## src/rtl/scg_mrs_seq.sv

```systemverilog
// Mode-register command sequencer: optional PALL + N_REF x AREF, then MRS, with tRP/tRFC/tMRD NOP gaps.
// Outputs are registered from the next state, so command/addr/busy/done line up with the state they belong to.
module scg_mrs_seq #(
  parameter int ADDR_W = 12,
  parameter int T_RP   = 3,
  parameter int T_RFC  = 7,
  parameter int T_MRD  = 2,
  parameter int N_REF  = 2
) (
  input  logic              clk,
  input  logic              n_rst,
  input  logic              start,
  input  logic              full_seq,
  input  logic [2:0]        burst_len,
  input  logic              burst_type,
  input  logic [2:0]        cas_lat,
  input  logic              wr_single,
  output logic              busy,
  output logic              done,
  output logic              cfg_err,
  output logic [3:0]        command,
  output logic [ADDR_W-1:0] addr
);

  localparam int T_MAX = (T_RP > T_RFC) ? ((T_RP > T_MRD) ? T_RP : T_MRD)
                                        : ((T_RFC > T_MRD) ? T_RFC : T_MRD);
  localparam int WC_W  = $clog2(T_MAX + 1);
  localparam int RC_W  = (N_REF > 0) ? $clog2(N_REF + 1) : 1;

  localparam logic [WC_W-1:0]   LD_RP  = WC_W'(T_RP - 1);
  localparam logic [WC_W-1:0]   LD_RFC = WC_W'(T_RFC - 1);
  localparam logic [WC_W-1:0]   LD_MRD = WC_W'(T_MRD - 1);
  localparam logic [RC_W-1:0]   LD_REF = RC_W'(N_REF);
  localparam logic [ADDR_W-1:0] ADDR_PALL = ADDR_W'(1) << 10;

  localparam logic [3:0] CMD_NOP  = 4'd0;
  localparam logic [3:0] CMD_PALL = 4'd2;
  localparam logic [3:0] CMD_AREF = 4'd4;
  localparam logic [3:0] CMD_MRS  = 4'd8;

  typedef enum logic [2:0] {
    S_IDLE, S_PALL, S_WAIT_RP, S_AREF, S_WAIT_RFC, S_MRS, S_WAIT_MRD, S_DONE
  } state_t;

  state_t            state, state_nxt;
  logic [WC_W-1:0]   wait_cnt;
  logic [RC_W-1:0]   ref_cnt;
  logic [ADDR_W-1:0] mode_q;
  logic              err_q;

  logic              bl_bad, cl_bad;
  logic [2:0]        bl_use, cl_use;
  logic [ADDR_W-1:0] mode_in;
  logic [3:0]        cmd_nxt;
  logic [ADDR_W-1:0] addr_nxt;
  state_t            after_rp;

  // Reserved BL codes and unsupported CAS latencies fall back to BL8 / CL3.
  always_comb begin
    bl_bad  = (burst_len == 3'b100) || (burst_len == 3'b101) || (burst_len == 3'b110);
    cl_bad  = !((cas_lat == 3'b010) || (cas_lat == 3'b011));
    bl_use  = bl_bad ? 3'b011 : burst_len;
    cl_use  = cl_bad ? 3'b011 : cas_lat;
    mode_in = '0;
    mode_in[2:0] = bl_use;
    mode_in[3]   = burst_type;
    mode_in[6:4] = cl_use;
    mode_in[9]   = wr_single;
  end

  always_comb begin
    state_nxt = state;
    after_rp  = (N_REF > 0) ? S_AREF : S_MRS;
    unique case (state)
      S_IDLE:     if (start) state_nxt = full_seq ? S_PALL : S_MRS;
      S_PALL:     state_nxt = (T_RP > 1) ? S_WAIT_RP : after_rp;
      S_WAIT_RP:  if (wait_cnt == WC_W'(1)) state_nxt = after_rp;
      // ref_cnt still counts the refresh being issued in this cycle.
      S_AREF: begin
        if (T_RFC > 1)                state_nxt = S_WAIT_RFC;
        else if (ref_cnt > RC_W'(1))  state_nxt = S_AREF;
        else                          state_nxt = S_MRS;
      end
      S_WAIT_RFC: if (wait_cnt == WC_W'(1)) state_nxt = (ref_cnt != '0) ? S_AREF : S_MRS;
      S_MRS:      state_nxt = (T_MRD > 1) ? S_WAIT_MRD : S_DONE;
      S_WAIT_MRD: if (wait_cnt == WC_W'(1)) state_nxt = S_DONE;
      S_DONE:     state_nxt = S_IDLE;
      default:    state_nxt = S_IDLE;
    endcase
  end

  always_comb begin
    cmd_nxt  = CMD_NOP;
    addr_nxt = '0;
    unique case (state_nxt)
      S_PALL: begin
        cmd_nxt  = CMD_PALL;
        addr_nxt = ADDR_PALL;
      end
      S_AREF: cmd_nxt = CMD_AREF;
      S_MRS: begin
        cmd_nxt  = CMD_MRS;
        addr_nxt = (state == S_IDLE) ? mode_in : mode_q;
      end
      default: ;
    endcase
  end

  always_ff @(posedge clk or negedge n_rst) begin
    if (!n_rst) begin
      state    <= S_IDLE;
      wait_cnt <= '0;
      ref_cnt  <= '0;
      mode_q   <= '0;
      err_q    <= 1'b0;
      busy     <= 1'b0;
      done     <= 1'b0;
      cfg_err  <= 1'b0;
      command  <= CMD_NOP;
      addr     <= '0;
    end else begin
      state <= state_nxt;

      if (state == S_IDLE && start) begin
        mode_q <= mode_in;
        err_q  <= bl_bad | cl_bad;
      end

      if (state_nxt == S_WAIT_RP && state != S_WAIT_RP)
        wait_cnt <= LD_RP;
      else if (state_nxt == S_WAIT_RFC && state != S_WAIT_RFC)
        wait_cnt <= LD_RFC;
      else if (state_nxt == S_WAIT_MRD && state != S_WAIT_MRD)
        wait_cnt <= LD_MRD;
      else if (wait_cnt != '0)
        wait_cnt <= wait_cnt - 1'b1;

      if (state_nxt == S_PALL)
        ref_cnt <= LD_REF;
      else if (state == S_AREF && ref_cnt != '0)
        ref_cnt <= ref_cnt - 1'b1;

      busy    <= (state_nxt != S_IDLE);
      done    <= (state_nxt == S_DONE);
      cfg_err <= (state_nxt == S_DONE) ? err_q : 1'b0;
      command <= cmd_nxt;
      addr    <= addr_nxt;
    end
  end

endmodule

```

## config.mk

```make
export PLATFORM = sky130hd
export DESIGN_NAME = scg_mrs_seq
export DESIGN_NICKNAME = d
export VERILOG_FILES = /design/src/rtl/scg_mrs_seq.sv
export SDC_FILE = /design/constraint.sdc
export NUM_CORES = 1
export LEC_CHECK = 0
export ABC_AREA = 1
export CORE_ASPECT_RATIO = 0.9
export CORE_MARGIN = 3
export CORE_UTILIZATION = 40
export DETAILED_ROUTE_END_ITERATION = 10
export MAX_ROUTING_LAYER = met4
export PLACE_DENSITY = 0.69
export SYNTH_ARGS = -nofsm -noshare
export SYNTH_HDL_FRONTEND = slang
export SYNTH_SLANG_ARGS = --single-unit
```

## constraint.sdc

```tcl
create_clock -name clk -period 2.15 [get_ports clk]
set_input_delay 0.43 -clock clk [delete_from_list [all_inputs] [get_ports clk]]
set_output_delay 0.43 -clock clk [all_outputs]
set_load 0.01 [all_outputs]
```

==> results of run 1 <==
==> final cells by class <==
| type | instances | share of cell area [%] |
|---|---|---|
| Timing Repair Buffer | 27 | 14.4 |
| Inverter | 36 | 7.29 |
| Clock inverter | 1 | 0.270 |
| Tap cell | 44 | 2.97 |
| Clock buffer | 6 | 4.45 |
| Multi-Input combinational cell | 102 | 28.7 |
| Sequential cell | 31 | 41.8 |
==> Yosys cell counts <==
cell	count
nand2_1	35
buf_4	5
or2_1	1
nand4_1	1
a21boi_0	1
nor2_4	1
conb_1	1
nor3_1	2
nand3_1	7
nand2_2	2
dfrtp_1	31
nand2_4	2
nor2_2	1
nand3_4	2
inv_1	34
nand3b_1	1
inv_2	2
a21oi_1	4
nor2_1	17
ha_1	4
o21ai_0	15
xor2_1	2
==> stage by stage <==
step                      power [µW]  cells
after floorplan                 1620    174
after global placement          1920    240
after detailed placement        1950    240
after CTS                       2410    247
after global routing            2610    247
final                           2390    247
==> flip-flops by register name (all words and copies together) (netlist names), 2 cells and up <==
signal and cells:
addr 9, mode_q 8, state 3, wait_cnt 3, command 2, ref_cnt 2
==> worst paths after layout <==
path	cells past startpoint	endpoint
max reg2reg	11	command[3]
max	1	addr[0]
min in group asynchronous	2	err_q
min reg2reg	2	mode_q[6]
max in group asynchronous	2	command[2]
min	2	mode_q[6]
==> metal layers <==
metal  global-route usage, %  vias to the layer above  wire, µm
met1                    17.2                      486      1340
li1                        -                      572         -
met2                    19.1                       34      1120
met3                    3.51                        7       122
met4                    8.61                        0        59
met5                       -                        -         0
==> power by group <==
part	internal, µW	switching [µW]
clock	250	198
sequential	784	108
combinational	409	639
total	1440	945
==> kinds of logic after synthesis <==
kind of cell / count (synthesis) / share of synthesized area (%)
XOR/XNOR: 2 / 1.19
adder cells (fa/ha/maj): 4 / 3.40
AO/OA/AOI/OAI: 20 / 6.98
AND/OR/NAND/NOR: 72 / 23.7
flip-flops: 31 / 52.8
buffers and inverters: 41 / 11.7
other: 1 / 0.255
==> impl_metrics.yaml, run 1 <==
outcome:
  status: "complete, no violations"
floorplanning:
  die_h_um: 63.5
  die_w_um: 69.9
  core-area_um2: 3450
  rows: 20
  die_area_um2: 4440
  io_pins: 31
  start_util_pct: 42.6
finish:
  fillCellCount: 311
  regArea_um2: 776
  design_area_um2: 1850
  drive_gt1_share_pct: 8.87
  area_growth_pct: 26.1
  most-common-layout-cells: "nand2_1, inv_1, dfrtp_1, clkdlybuf4s50_1, nor2_1"
  multiInputGateArea_um2: 533
  n_antenna_cell: 0
  final_util_pct: 53.7
  final_net_count: 219
  final_common_cell: "nand2_1"
timing:
  period_needed_ps: 1580
  maxSlewViolCount: 0
  finalWorstSetupSlack_ps: 568
  rsz0062_at_grt: "false"
  fin_hold_ws_ps: 474
  period_share_pct: 73.6
  max_freq_mhz: 632
  fin_setup_tns_ps: 0
  fin_skew_ps: 3.78
  hold_viol: 0
  setup_viol: 0
critical_path:
  crit_path_cell_trace: "clkdlybuf4s50_1"
  worstSetupPathType: "reg2out"
  r2r_setup_slack_ps: 620
  crit_fanout: 1
  end_kind: "output pin"
  crit_family: "buffers and inverters"
  critPathRequiredTime_ps: 1720
  cp_slowest_cell: "clkdlybuf4s50_1"
  r2r-start: "wait_cnt[1]"
  startpoint_type: "register"
  cpPeakStageDelay_ps: 530
  crit_arrival_ps: 1150
  cp-startpoint: "addr[0]"
  crit_buf_inv: 1
detailed_routing:
  viasPerCell: 4.45
  vias: 1099
  wire_per_inst_um: 10.7
  wl_um: 2640
  drc: 0
  first_iter_violations: 46
  firstDrtPassIters: 4
  antenna_left: 0
power_and_ir_drop:
  ir_drop_mv: 0.545
  power.leakage_uw: 0.000977
  cellPowerDensity_nw_per_um2: 1290
cts:
  cts_sinks: 31
  cts_resized: 0
  path_clk_slew_ps: 60
  post_cts_buffers: 0
  cts-root-buf: "clkbuf_8"
  cts_tree: "yes"
  clock_latency_ps: 280
  h-tree-depth: 2
  cts_hold_buf: 0
  numCtsBuffers: 5
  clk_path_buf_depth: 2
placed_design:
  gp_congestion: 0.717
  placed_cell_area_um2: 1770
  hpwl_um: 1940
  port_buffers: 26
  dp_slack_ps: 517
grt:
  grtUsageTotal_pct: 13.5
  globalRoute.totalOverflow: 0
  grt_pass1_vias: 1046
  antenna_found_initial: 0
  grt_pass1_wl_um: 4490
  grt_start_max_net_pins: 32
yosys:
  ys_types: 22
  synth_area_leaders: "dfrtp_1, nand2_1, inv_1"
  synth_area_per_cell_um2: 8.60
  yosys.area.top_type: "dfrtp_1"
  ys_seq_area_share_pct: 52.8
  synth_warnings: 0
  synth.ff_latch_count: 31
  syn_inst: 171
  synth_top_area_share_pct: 52.8
  syn_area_um2: 1470
worst_hold_path:
  min-delay-start: "mode_q[6]"
  hp-class: "reg2reg"
flow_run:
  maxCapViolCount: 0
(Power assumes the default switching activity.)
==> run 2: changes to the inputs <==
==> constraint.sdc (replaced) <==
create_clock -name clk -period 1.5 [get_ports clk]
set_input_delay 0.3 -clock clk [delete_from_list [all_inputs] [get_ports clk]]
set_output_delay 0.3 -clock clk [all_outputs]
set_load 0.01 [all_outputs]
==> impl_metrics.yaml, run 2 (synthesized netlist as in run 1, its figures left out) <==
finish:
  drive_gt1_share_pct: 14.0
  largest_reg_flops: 9
  fillCellCount: 322
  reg_top3: "addr (9), mode_q (8)"
  final_net_count: 223
  top_register: "addr"
  final_common_cell: "nand2_1"
  most-common-layout-cells: "nand2_1, inv_1, dfrtp_1, clkdlybuf4s50_1, nor2_1"
  area_growth_pct: 31.7
  n_antenna_cell: 0
power_and_ir_drop:
  power.total_uw: 3610
  ir_drop_mv: 0.713
  cellPowerDensity_nw_per_um2: 1860
  power.leakage_uw: 0.00102
timing:
  fin_skew_ps: 5.19
  maxSlewViolCount: 0
  hold_viol: 0
  fin_hold_ws_ps: 388
  finalWorstSetupSlack_ps: 56.3
  max_freq_mhz: 693
  fin_setup_tns_ps: 0
  period_needed_ps: 1440
  period_share_pct: 96.2
  setup_viol: 0
  rsz0062_at_grt: "false"
grt:
  grt_pass1_wl_um: 4330
  globalRoute.totalOverflow: 0
  grtUsageTotal_pct: 12.9
  grt_start_max_net_pins: 32
  grt_pass1_vias: 1006
  antenna_found_initial: 0
detailed_routing:
  drc: 0
  firstDrtPassIters: 4
  wire_per_inst_um: 10.3
  wl_um: 2590
  antenna_left: 0
  vias: 1107
  viasPerCell: 4.41
  first_iter_violations: 54
critical_path:
  critPathRequiredTime_ps: 1200
  crit_family: "buffers and inverters"
  crit_path_cell_trace: "clkdlybuf4s50_1"
  cpPeakStageDelay_ps: 540
  worstSetupPathType: "reg2out"
  end_kind: "output pin"
  cp_slowest_cell: "clkdlybuf4s50_1"
  r2r_setup_slack_ps: 120
  r2r.worst_path.cells: 11
  worst-path-stages: 1
  crit_buf_inv: 1
  startpoint_type: "register"
  crit_fanout: 1
  crit_arrival_ps: 1140
floorplanning:
  io_pins: 31
  core-area_um2: 3450
  die_h_um: 63.5
  die_area_um2: 4440
  start_util_pct: 42.6
  rows: 20
  die_w_um: 69.9
cts:
  cts_sinks: 31
  path_clk_slew_ps: 60
  post_cts_buffers: 0
  clock_latency_ps: 270
  cts-root-buf: "clkbuf_8"
  h-tree-depth: 2
  clk_path_buf_depth: 2
  numCtsBuffers: 5
  cts_tree: "yes"
outcome:
  status: "complete, no violations"
placed_design:
  gp_congestion: 0.809
  dp_slack_ps: 6.89
  port_buffers: 26
  hpwl_um: 1960
flow_run:
  maxCapViolCount: 0
worst_hold_path:
  hp-class: "in2async"
==> run 2: cell types whose count changed in the layout (fill, tap and decap cells not counted), sizes merged <==
cell,before,now
inv,36,35
nand2,39,40
clkinvlp,0,1
clkdlybuf4s50,26,25
buf,1,4
dlymetal6s2s,0,1
==> run 2: cell type report <==
| class | count | area [µm²] | area share, % |
|---|---|---|---|
| Multi-Input combinational cell | 103 | 572 | 29.5 |
| Inverter | 36 | 141 | 7.30 |
| Clock inverter | 1 | 5.00 | 0.258 |
| Tap cell | 44 | 55.1 | 2.84 |
| Timing Repair Buffer | 30 | 305 | 15.8 |
| Clock buffer | 6 | 82.6 | 4.26 |
| Sequential cell | 31 | 776 | 40.1 |
==> run 2: worst paths after layout <==
| kind | from | to |
|---|---|---|
| setup / recovery | addr[0] | addr[0] |
| hold / removal | n_rst | mode_q[3] |
| setup reg to reg | wait_cnt[1] | addr[9] |
| hold reg to reg | mode_q[5] | mode_q[5] |
| max in group asynchronous | n_rst | mode_q[6] |
| min in group clk | mode_q[5] | mode_q[5] |
==> run 2: report_power, final <==
| group | leakage, µW | total [µW] | switching (µW) | internal (µW) |
|---|---|---|---|---|
| clock network | 0.0000470 | 628 | 269 | 359 |
| logic | 0.000579 | 1700 | 1010 | 684 |
| registers | 0.000394 | 1280 | 157 | 1120 |
| total | 0.00102 | 3610 | 1440 | 2170 |
==> run 2: routing by layer <==
layer	vias to the layer above	global-route usage [%]	wire length, µm
met1	496	17.0	1270
met4	0	5.02	42
met5	-	-	0
li1	576	-	-
met2	30	18.6	1150
met3	5	3.67	135
==> run 2: through the flow <==
stage               utilization [%]  instances  area (µm²)
global placement               52.2        243        1800
floorplan                         -        174        1480
global route                   56.1        251        1940
finish                         56.1        251        1940
detailed placement             52.2        243        1800
CTS                            54.7        250        1890
==> run 2: repair_timing <==
item,4_1_cts,5_1_grt
gates resized for setup,0,13
hold buffers,0,0
endpoints found under the setup margin,0,15
